==> src/rtl/spm_ctrl_pkg.sv <==
// Shared types and width helpers for the multiplier-sharing arbiter.
package spm_ctrl_pkg;

    // Job sequencing states of the arbiter controller.
    typedef enum logic [1:0] {
        ST_IDLE   = 2'd0,
        ST_LAUNCH = 2'd1,
        ST_WAIT   = 2'd2,
        ST_RESP   = 2'd3
    } spm_state_t;

    // Width of a requester index (ID_W); never narrower than one bit.
    function automatic int id_width(input int r);
        return (r > 1) ? $clog2(r) : 1;
    endfunction

    // Width of the watchdog counter (CNT_W), able to hold 0..TIMEOUT.
    function automatic int cnt_width(input int t);
        return (t > 0) ? $clog2(t + 1) : 1;
    endfunction

endpackage

==> src/rtl/rr_arbiter.sv <==
// Combinational round-robin picker: first set request at or after last+1.
module rr_arbiter
    import spm_ctrl_pkg::*;
#(
    parameter int R = 4,
    localparam int ID_W = id_width(R)
) (
    input  logic [R-1:0]    req,
    input  logic [ID_W-1:0] last,
    output logic [R-1:0]    grant,
    output logic [ID_W-1:0] idx,
    output logic            any
);

    logic [ID_W-1:0] cand;

    // Scan the requests in rotating order and keep the first hit only.
    always_comb begin
        grant = '0;
        idx   = '0;
        any   = 1'b0;
        cand  = '0;
        for (int k = 1; k <= R; k++) begin
            cand = ID_W'((int'(last) + k) % R);
            if (!any && req[cand]) begin
                any         = 1'b1;
                grant[cand] = 1'b1;
                idx         = cand;
            end
        end
    end

endmodule

==> src/rtl/spm_arbiter.sv <==
// Shares one serial-parallel multiplier between R requesters. Jobs are
// granted round-robin, launched with a one-cycle start pulse, bounded by a
// watchdog, and answered on a single response port.
//
// Handshake rule for both ports: a transfer happens on a rising edge where
// valid and ready are both high. The response side holds rsp_* stable while
// rsp_valid is high and rsp_ready is low. Requesters must not make req_valid
// depend on req_ready.
module spm_arbiter
    import spm_ctrl_pkg::*;
#(
    parameter int N       = 32,
    parameter int R       = 4,
    parameter int TIMEOUT = 4 * N + 8,
    localparam int ID_W   = id_width(R),
    localparam int CNT_W  = cnt_width(TIMEOUT)
) (
    input  logic              clk,
    input  logic              resetn,
    input  logic [R-1:0]      req_valid,
    output logic [R-1:0]      req_ready,
    input  logic [R*N-1:0]    req_mp,
    input  logic [R*N-1:0]    req_mc,
    output logic              rsp_valid,
    input  logic              rsp_ready,
    output logic [ID_W-1:0]   rsp_id,
    output logic [2*N-1:0]    rsp_p,
    output logic              rsp_timeout,
    output logic              busy,
    output logic [N-1:0]      spm_mp,
    output logic [N-1:0]      spm_mc,
    output logic              spm_start,
    input  logic [2*N-1:0]    spm_p,
    input  logic              spm_done,
    output spm_state_t        state
);

    logic [ID_W-1:0]  last_q;
    logic [CNT_W-1:0] cnt_q;
    logic [R-1:0]     grant;
    logic [ID_W-1:0]  grant_idx;
    logic             grant_any;
    logic [N-1:0]     sel_mp;
    logic [N-1:0]     sel_mc;

    rr_arbiter #(.R(R)) u_rr (
        .req   (req_valid),
        .last  (last_q),
        .grant (grant),
        .idx   (grant_idx),
        .any   (grant_any)
    );

    // Offer the grant only while idle; operands of the winner are muxed out.
    always_comb begin
        req_ready = (state == ST_IDLE) ? grant : '0;
        sel_mp    = req_mp[int'(grant_idx) * N +: N];
        sel_mc    = req_mc[int'(grant_idx) * N +: N];
    end

    // Job sequencer with registered outputs and watchdog counter.
    always_ff @(posedge clk) begin
        if (!resetn) begin
            state       <= ST_IDLE;
            last_q      <= ID_W'(R - 1);
            cnt_q       <= '0;
            rsp_valid   <= 1'b0;
            rsp_id      <= '0;
            rsp_p       <= '0;
            rsp_timeout <= 1'b0;
            busy        <= 1'b0;
            spm_mp      <= '0;
            spm_mc      <= '0;
            spm_start   <= 1'b0;
        end else begin
            case (state)
                ST_IDLE: begin
                    if (grant_any) begin
                        spm_mp    <= sel_mp;
                        spm_mc    <= sel_mc;
                        rsp_id    <= grant_idx;
                        last_q    <= grant_idx;
                        spm_start <= 1'b1;
                        busy      <= 1'b1;
                        state     <= ST_LAUNCH;
                    end
                end
                ST_LAUNCH: begin
                    // The start edge also clears any done left from a prior job.
                    spm_start <= 1'b0;
                    cnt_q     <= '0;
                    state     <= ST_WAIT;
                end
                ST_WAIT: begin
                    if (spm_done) begin
                        rsp_p       <= spm_p;
                        rsp_timeout <= 1'b0;
                        rsp_valid   <= 1'b1;
                        state       <= ST_RESP;
                    end else if (cnt_q == CNT_W'(TIMEOUT - 1)) begin
                        // Abort: the multiplier keeps running until the next start.
                        rsp_p       <= '0;
                        rsp_timeout <= 1'b1;
                        rsp_valid   <= 1'b1;
                        state       <= ST_RESP;
                    end else begin
                        cnt_q <= cnt_q + 1'b1;
                    end
                end
                ST_RESP: begin
                    if (rsp_ready) begin
                        rsp_valid <= 1'b0;
                        busy      <= 1'b0;
                        state     <= ST_IDLE;
                    end
                end
                default: state <= ST_IDLE;
            endcase
        end
    end

endmodule

==> config.mk <==
export PLATFORM = sky130hd
export DESIGN_NAME = spm_arbiter
export DESIGN_NICKNAME = d
export VERILOG_FILES = /design/src/rtl/spm_ctrl_pkg.sv /design/src/rtl/rr_arbiter.sv /design/src/rtl/spm_arbiter.sv
export SDC_FILE = /design/constraint.sdc
export NUM_CORES = 1
export LEC_CHECK = 0
export CAP_MARGIN = 5
export CORE_AREA = 2 2 179 181
export DETAILED_ROUTE_END_ITERATION = 10
export DIE_AREA = 0 0 181 183
export PLACE_DENSITY_LB_ADDON = 0.15
export SLEW_MARGIN = 20
export SYNTH_ARGS = -nofsm -noshare
export SYNTH_HDL_FRONTEND = slang
export SYNTH_HIERARCHICAL = 1
export SYNTH_SLANG_ARGS = --single-unit
==> constraint.sdc <==
create_clock -name clk -period 4.1 [get_ports clk]
set_clock_uncertainty 0.2 [all_clocks]
set_input_delay 0.82 -clock clk [delete_from_list [all_inputs] [get_ports clk]]
set_output_delay 0.82 -clock clk [all_outputs]
set_load 0.03 [all_outputs]
==> Word level (Yosys, flattened, before mapping) <==
Cells that the tools add are included.
{ "word_totals": {"reg_bits": 146, "in_bits": 328, "output_inout_bits": 140, "wordCells": 108} }
{ "op_classes": {"n_addsub": 5, "order_cmp": 8, "n_eq_ne": 9, "shift": 2, "mux": 47, "n_bitwise": 3, "reduce_logical": 23} }
{ "ops": {"columns": ["operator", "n"], "rows": [
  ["variable part select 128 x 8 -> 32 bit", 2],
  ["two-way mux 64 bit", 2],
  ["two-way mux 4 bit", 5],
  ["two-way mux 1 bit", 17],
  ["two-way mux 2 bit", 8],
  ["two-way mux 8 bit", 2],
  ["one-hot mux 8 bit (2 select lines)", 1],
  ["< comparator 2 x 3 -> 1 bit, second input constant", 4],
  ["OR 4 bit", 3],
  ["AND reduction 3 bit", 4],
  ["nonzero test 2 bit", 5],
  ["adder 8 x 1 -> 8 bit, second input constant", 1],
  ["binary-select mux 1 bit (select 2 bit)", 4],
  ["demux 1 bit (select 2 bit)", 4],
  ["equality test 8 bit, second input constant", 1],
  ["greater-or-equal comparator 2 x 1 -> 1 bit, second input constant", 4],
  ["!= test 2 bit, second input constant", 4],
  ["one-hot mux 2 bit (4 select lines)", 1],
  ["logical AND 1 bit", 7],
  ["one-hot mux 1 bit (2 select lines)", 3],
  ["AND reduction 2 bit", 3],
  ["adder 2 x 1 -> 2 bit, second input constant", 2],
  ["adder 2 bit, second input constant", 2],
  ["equality test 2 bit, second input constant", 2],
  ["4 further kinds", 6]
]} }

==> Longest topological paths before layout <==
{ "logic_depth": {"ltp_word": 15, "mapped_depth": 13, "mapped_depth_nobuf": 9} }

==> Modules after synthesis <==
Netlist, hierarchy kept.
{ "by_module_without_submodules": {"columns": ["mod", "n_inst", "cells_each", "area_each_um2", "seq_area_each_um2"], "rows": [
  ["spm_arbiter", 1, 607, 6608.8, 2922.8],
  ["rr_arbiter", 1, 68, 525.5, 0.0]
]} }

==> Worst setup path before layout <==
No wires, ideal clock.
{ "synth_path": {"path_type": "in2reg", "from": "input port req_valid[0]", "to": "register spm_mc[13]", "setup_time_ns": 0.132, "arrival_time_ns": 2.911, "t_required_ns": 3.768, "path_slack_ns": 0.856, "path_stages": 11, "n_path_buf": 3, "cell_sequence": "buf_6 > mux4_2 > a21oi_2 > nor3_1 > nor2_2 > o31a_1 > buf_4 > buf_4 > mux4_2 > nand2_1 > a21oi_1"} }
{ "synth_between": {"elab_chain_len": 13, "word_cells_on_any_way": 24, "classes_between": "shift: 1; mux: 16; reduce/logical: 7"} }
{ "synth_lines": {"columns": ["element", "line", "source"], "rows": [
  ["start, declared", "spm_arbiter.sv:20", "input logic [R-1:0] req_valid,"],
  ["binary-select mux 1 bit (select 2 bit)", "rr_arbiter.sv:25", "if (!any && req[cand]) begin"],
  ["two-way mux 1 bit (implied by the code)", "rr_arbiter.sv:25", null],
  ["two-way mux 1 bit", "rr_arbiter.sv:25", null],
  ["zero test 1 bit", "rr_arbiter.sv:25", null],
  ["logical AND 1 bit", "rr_arbiter.sv:25", null],
  ["two-way mux 1 bit", "rr_arbiter.sv:25", null],
  ["zero test 1 bit", "rr_arbiter.sv:25", null],
  ["logical AND 1 bit", "rr_arbiter.sv:25", null],
  ["two-way mux 1 bit", "rr_arbiter.sv:25", null],
  ["zero test 1 bit", "rr_arbiter.sv:25", null],
  ["logical AND 1 bit", "rr_arbiter.sv:25", null],
  ["two-way mux 2 bit *", "rr_arbiter.sv:25", null],
  ["via grant_idx[0]", "spm_arbiter.sv:41", "logic [ID_W-1:0] grant_idx;"],
  ["variable part select 128 x 8 -> 32 bit *", "spm_arbiter.sv:58", "sel_mc = req_mc[int'(grant_idx) * N +: N];"],
  ["end signal, assigned", "spm_arbiter.sv:80", "spm_mc <= sel_mc;"],
  ["end, declared", "spm_arbiter.sv:31", "output logic [N-1:0] spm_mc,"]
]} }
The timed path passes the listed nets; every way through them passes the cells marked *. The select of a mux whose other input is x is not followed.
A chain may end at the register's enable or synchronous reset.

==> Worst setup path in the final report <==
{ "layout_path": {"from": "input port req_valid[3]", "to": "output port req_ready[0]"} }
{ "layout_between": {"elab_chain_len": 13, "word_cells_on_any_way": 25, "classes_between": "mux: 16; bitwise: 3; reduce/logical: 6"} }
{ "layout_lines": {"columns": ["element", "line", "source"], "rows": [
  ["binary-select mux 1 bit (select 2 bit)", "rr_arbiter.sv:25", null],
  ["two-way mux 1 bit (implied by the code)", "rr_arbiter.sv:25", null],
  ["two-way mux 1 bit", "rr_arbiter.sv:25", null],
  ["zero test 1 bit", "rr_arbiter.sv:25", null],
  ["logical AND 1 bit", "rr_arbiter.sv:25", null],
  ["two-way mux 1 bit", "rr_arbiter.sv:25", null],
  ["zero test 1 bit", "rr_arbiter.sv:25", null],
  ["logical AND 1 bit", "rr_arbiter.sv:25", null],
  ["two-way mux 1 bit", "rr_arbiter.sv:25", null],
  ["zero test 1 bit", "rr_arbiter.sv:25", null],
  ["logical AND 1 bit", "rr_arbiter.sv:25", null],
  ["two-way mux 4 bit *", "rr_arbiter.sv:25", null],
  ["via grant[0]", "spm_arbiter.sv:40", "logic [R-1:0] grant;"],
  ["two-way mux 4 bit *", "spm_arbiter.sv:56", "req_ready = (state == ST_IDLE) ? grant : '0;"],
  ["end, declared", "spm_arbiter.sv:21", "output logic [R-1:0] req_ready,"]
]} }
Marked as above.

==> flow_summary.json <==
{
  "synthArstFlopShare": 0,
  "cts_buffers": 17,
  "row_count": 65,
  "gp_congestion": 0.7902,
  "cp.arrival_ns": 2.77,
  "ys.flop_type": "dfxtp_1",
  "postCtsSetupBuffers": 0,
  "boundaryPins": 468,
  "cpPeakStageDelay_ns": 0.54,
  "worstPathMaxFanout": 8,
  "synth_xor_area_frac": 0.001228,
  "synth_top_family_by_area": "multiplexers",
  "syn-mean-instance-area_um2": 10.57,
  "drv_cap": 0,
  "layout.nets": 1468,
  "synth_cell_types": 58,
  "grt_pass1_wl_mm": 44.34,
  "grt_overflow_total": 0,
  "crit_chain": "clkdlybuf4s50_1 > mux4_2 > buf_4 > nand2_1 > o21ai_1 > a221o_1 > and2_1 > buf_4",
  "crit_path_end_kind": "output pin",
  "relSlewSlack": 0.3445,
  "seq_area_frac_synth": 0.4097,
  "grt_pass1_vias": 7254,
  "p_leak_nw": 4.758,
  "power.density_nw_per_um2": 702.1,
  "die_w_um": 181,
  "synth_compound_area_frac": 0.1819,
  "crit_cells": 8,
  "muxShareOfSynthArea": 0.2126,
  "cts_buffer_depth": 2,
  "wl_mm": 30.49,
  "yosys_register_bits": 146,
  "num_vias": 7132,
  "ctsResizeCount": 0,
  "hold_path_class": "reg -> reg",
  "drv_slew": 0,
  "totalPowerFinal_mw": 9.062,
  "clk_latency_ns": 0.43,
  "timing.rr.end": "spm_mc[18]",
  "rrSetupSlack_ns": 1.03,
  "synth_edf_count": 0,
  "path_class": "in -> out",
  "synthCells": 675,
  "vias_per_cell": 4.619,
  "root_buffer": "clkbuf_16",
  "min_period_over_period": 0.9253,
  "syn_nets": 1017,
  "io_buffers": 467,
  "wl_per_cell_um": 19.74,
  "path_clk_slew_ns": 0.06,
  "grt_max_degree": 79,
  "fp.dieArea_um2": 33120,
  "setup_tns_ns": 0,
  "cp_common_cell": "buf_4",
  "antenna_left": 0,
  "hpwlAfterDp_mm": 23.45,
  "rr_worst_depth": 11,
  "start_util": 0.2284,
  "cp_slowest_cell": "mux4_2",
  "htreeDepth": 4,
  "syn2layout_area_growth_pct": 80.90,
  "drt_pass1_iterations": 4,
  "fp.dieH_um": 183,
  "start_kind": "input pin",
  "ys_warn_count": 6,
  "worstSetupStartpoint": "req_valid[3]",
  "reg2reg_from": "last_q[0]",
  "layout-drive-gt1-share": 0.1238,
  "max_freq_mhz": 263.6,
  "ir_drop_mv": 0.3685,
  "syn_area_um2": 7134,
  "status": "finished, final reports clean",
  "synthAdderAreaFrac": 0.02455,
  "antenna_found_initial": 4,
  "cts-hold-fix-buffers": 0,
  "cts_tree": "built",
  "setup_viol": 0,
  "worst-slew-pin-transition_ns": 0.9832,
  "grt_setup_unrepaired": "false",
  "worst-path-buf-inv": 3,
  "period_needed_ns": 3.794,
  "path_delay_family": "buffers and inverters",
  "hold_viol": 0,
  "route.detailed.drc": 0,
  "cts.sinks": 146,
  "worst_setup_path_endpoint": "req_ready[0]",
  "first_iter_violations": 286,
  "synth-simple-area-share": 0.1186,
  "placeableCoreArea_um2": 31230,
  "grt_util_all_layers": 0.1788,
  "required_ns": 3.08
}
## worst min-delay path by stage
stage | from | end | slack, ns | cells past startpoint
after floorplan | cnt_q[7] | cnt_q[7] | 0.26 | 1
after global placement | spm_mp[15] | spm_mp[15] | 0.24 | 2
after detailed placement | spm_mp[8] | spm_mp[8] | 0.25 | 2
after CTS | spm_mp[17] | spm_mp[17] | 0.25 | 2
after global routing | spm_mp[19] | spm_mp[19] | 0.27 | 2
final | spm_mp[17] | spm_mp[17] | 0.25 | 2
## worst min-delay path: cells and delay by family, from the launching register on
family / cells / cell delay, ns
flops: 1 / 0.30
simple gates: 1 / 0.05
compound gates: 1 / 0.05
## cells by family after synthesis
logic type,count (synthesis)
simple gates,199
buf+inv,66
compound gates,180
fa+ha+maj,14
flops,146
xor+xnor,1
mux,69
## final cells by class
class                   instances  area, µm²
clock inverters                15      236.5
flip-flops and latches        146       2923
well taps                     402      503.0
fillers                      3112      18320
diodes                          3      7.507
inverters                       9      35.03
repair buffers                489       4917
multi-input cells             463       3859
clock buffers                  17      425.4
## routing by layer
layer,up-vias,share of wire,routed length [µm],track usage
met5,-,0.00092,28,0
li1,3410,-,-,-
met3,41,0.075,2282,0.05739
met4,4,0.028,868,0.06992
met1,3387,0.38,11640,0.1948
met2,290,0.51,15670,0.3231
## per-stage QoR
step	util	std cells	cell area (µm²)	setup WS, ns	hold WS [ns]
floorplan	-	675	7134	0.8565	0.2637
detailed placement	0.3918	1509	12240	0.2496	0.2456
finish	0.4133	1544	12910	0.3063	0.2506
global route	0.4131	1542	12900	0.1848	0.2687
CTS	0.4130	1541	12900	0.3120	0.2543
global placement	0.3918	1509	12240	0.2775	0.2416
## where the power goes
part,total [mW],switching (mW),internal [mW]
Combinational,5.25,2.74,2.51
Clock,1.79,0.740,1.05
Sequential,2.02,0.203,1.81
Total,9.06,3.68,5.38
## flip-flops by register name, summed over array words and instances (netlist names)
name         cells
rsp_timeout      1
spm_mc          32
busy             1
rsp_p           64
last_q           2
spm_start        1
rsp_id           2
rsp_valid        1
state            2
spm_mp          32
cnt_q            8
## cells in the mapped netlist (all sizes together), types with 2 or more instances
| library cell | instances | area share |
|---|---|---|
| a21boi | 3 | 0.0032 |
| nand2 | 153 | 0.080 |
| dfxtp | 146 | 0.41 |
| o21ai | 10 | 0.0086 |
| buf | 39 | 0.037 |
| nand4b | 2 | 0.0033 |
| ha | 14 | 0.025 |
| inv | 9 | 0.0047 |
| clkbuf | 18 | 0.0095 |
| a22o | 64 | 0.079 |
| nand3 | 7 | 0.0049 |
| a221oi | 3 | 0.0046 |
| and3 | 2 | 0.0018 |
| a211oi | 3 | 0.0049 |
| nor2b | 2 | 0.0018 |
| a21oi | 77 | 0.056 |
| a221o | 4 | 0.0056 |
| mux4 | 65 | 0.21 |
| or3 | 3 | 0.0033 |
| mux2i | 4 | 0.0074 |
| o2111ai | 2 | 0.0025 |
| nor2 | 13 | 0.0072 |
| a31oi | 2 | 0.0018 |
| o31ai | 2 | 0.0021 |
| and2 | 5 | 0.0044 |
| nand2b | 5 | 0.0044 |
## cells in the final DEF, fill, tap and decap left out, types with 3 or more instances in the layout
cell / count
diode_2: 3
o21ai_0: 4
bufinv_16: 4
clkdlybuf4s50_1: 463
mux4_2: 65
a221o_1: 4
o21ai_1: 5
and2_1: 4
buf_4: 19
clkbuf_16: 17
a22o_1: 64
nand3_1: 7
nor2_1: 12
inv_6: 6
buf_12: 7
dfxtp_1: 146
ha_1: 14
nand2b_1: 5
inv_1: 7
mux2i_1: 3
a21oi_1: 75
nand2_1: 152
a21boi_0: 3
No activity file was read; power rests on OpenSTA's default activity.
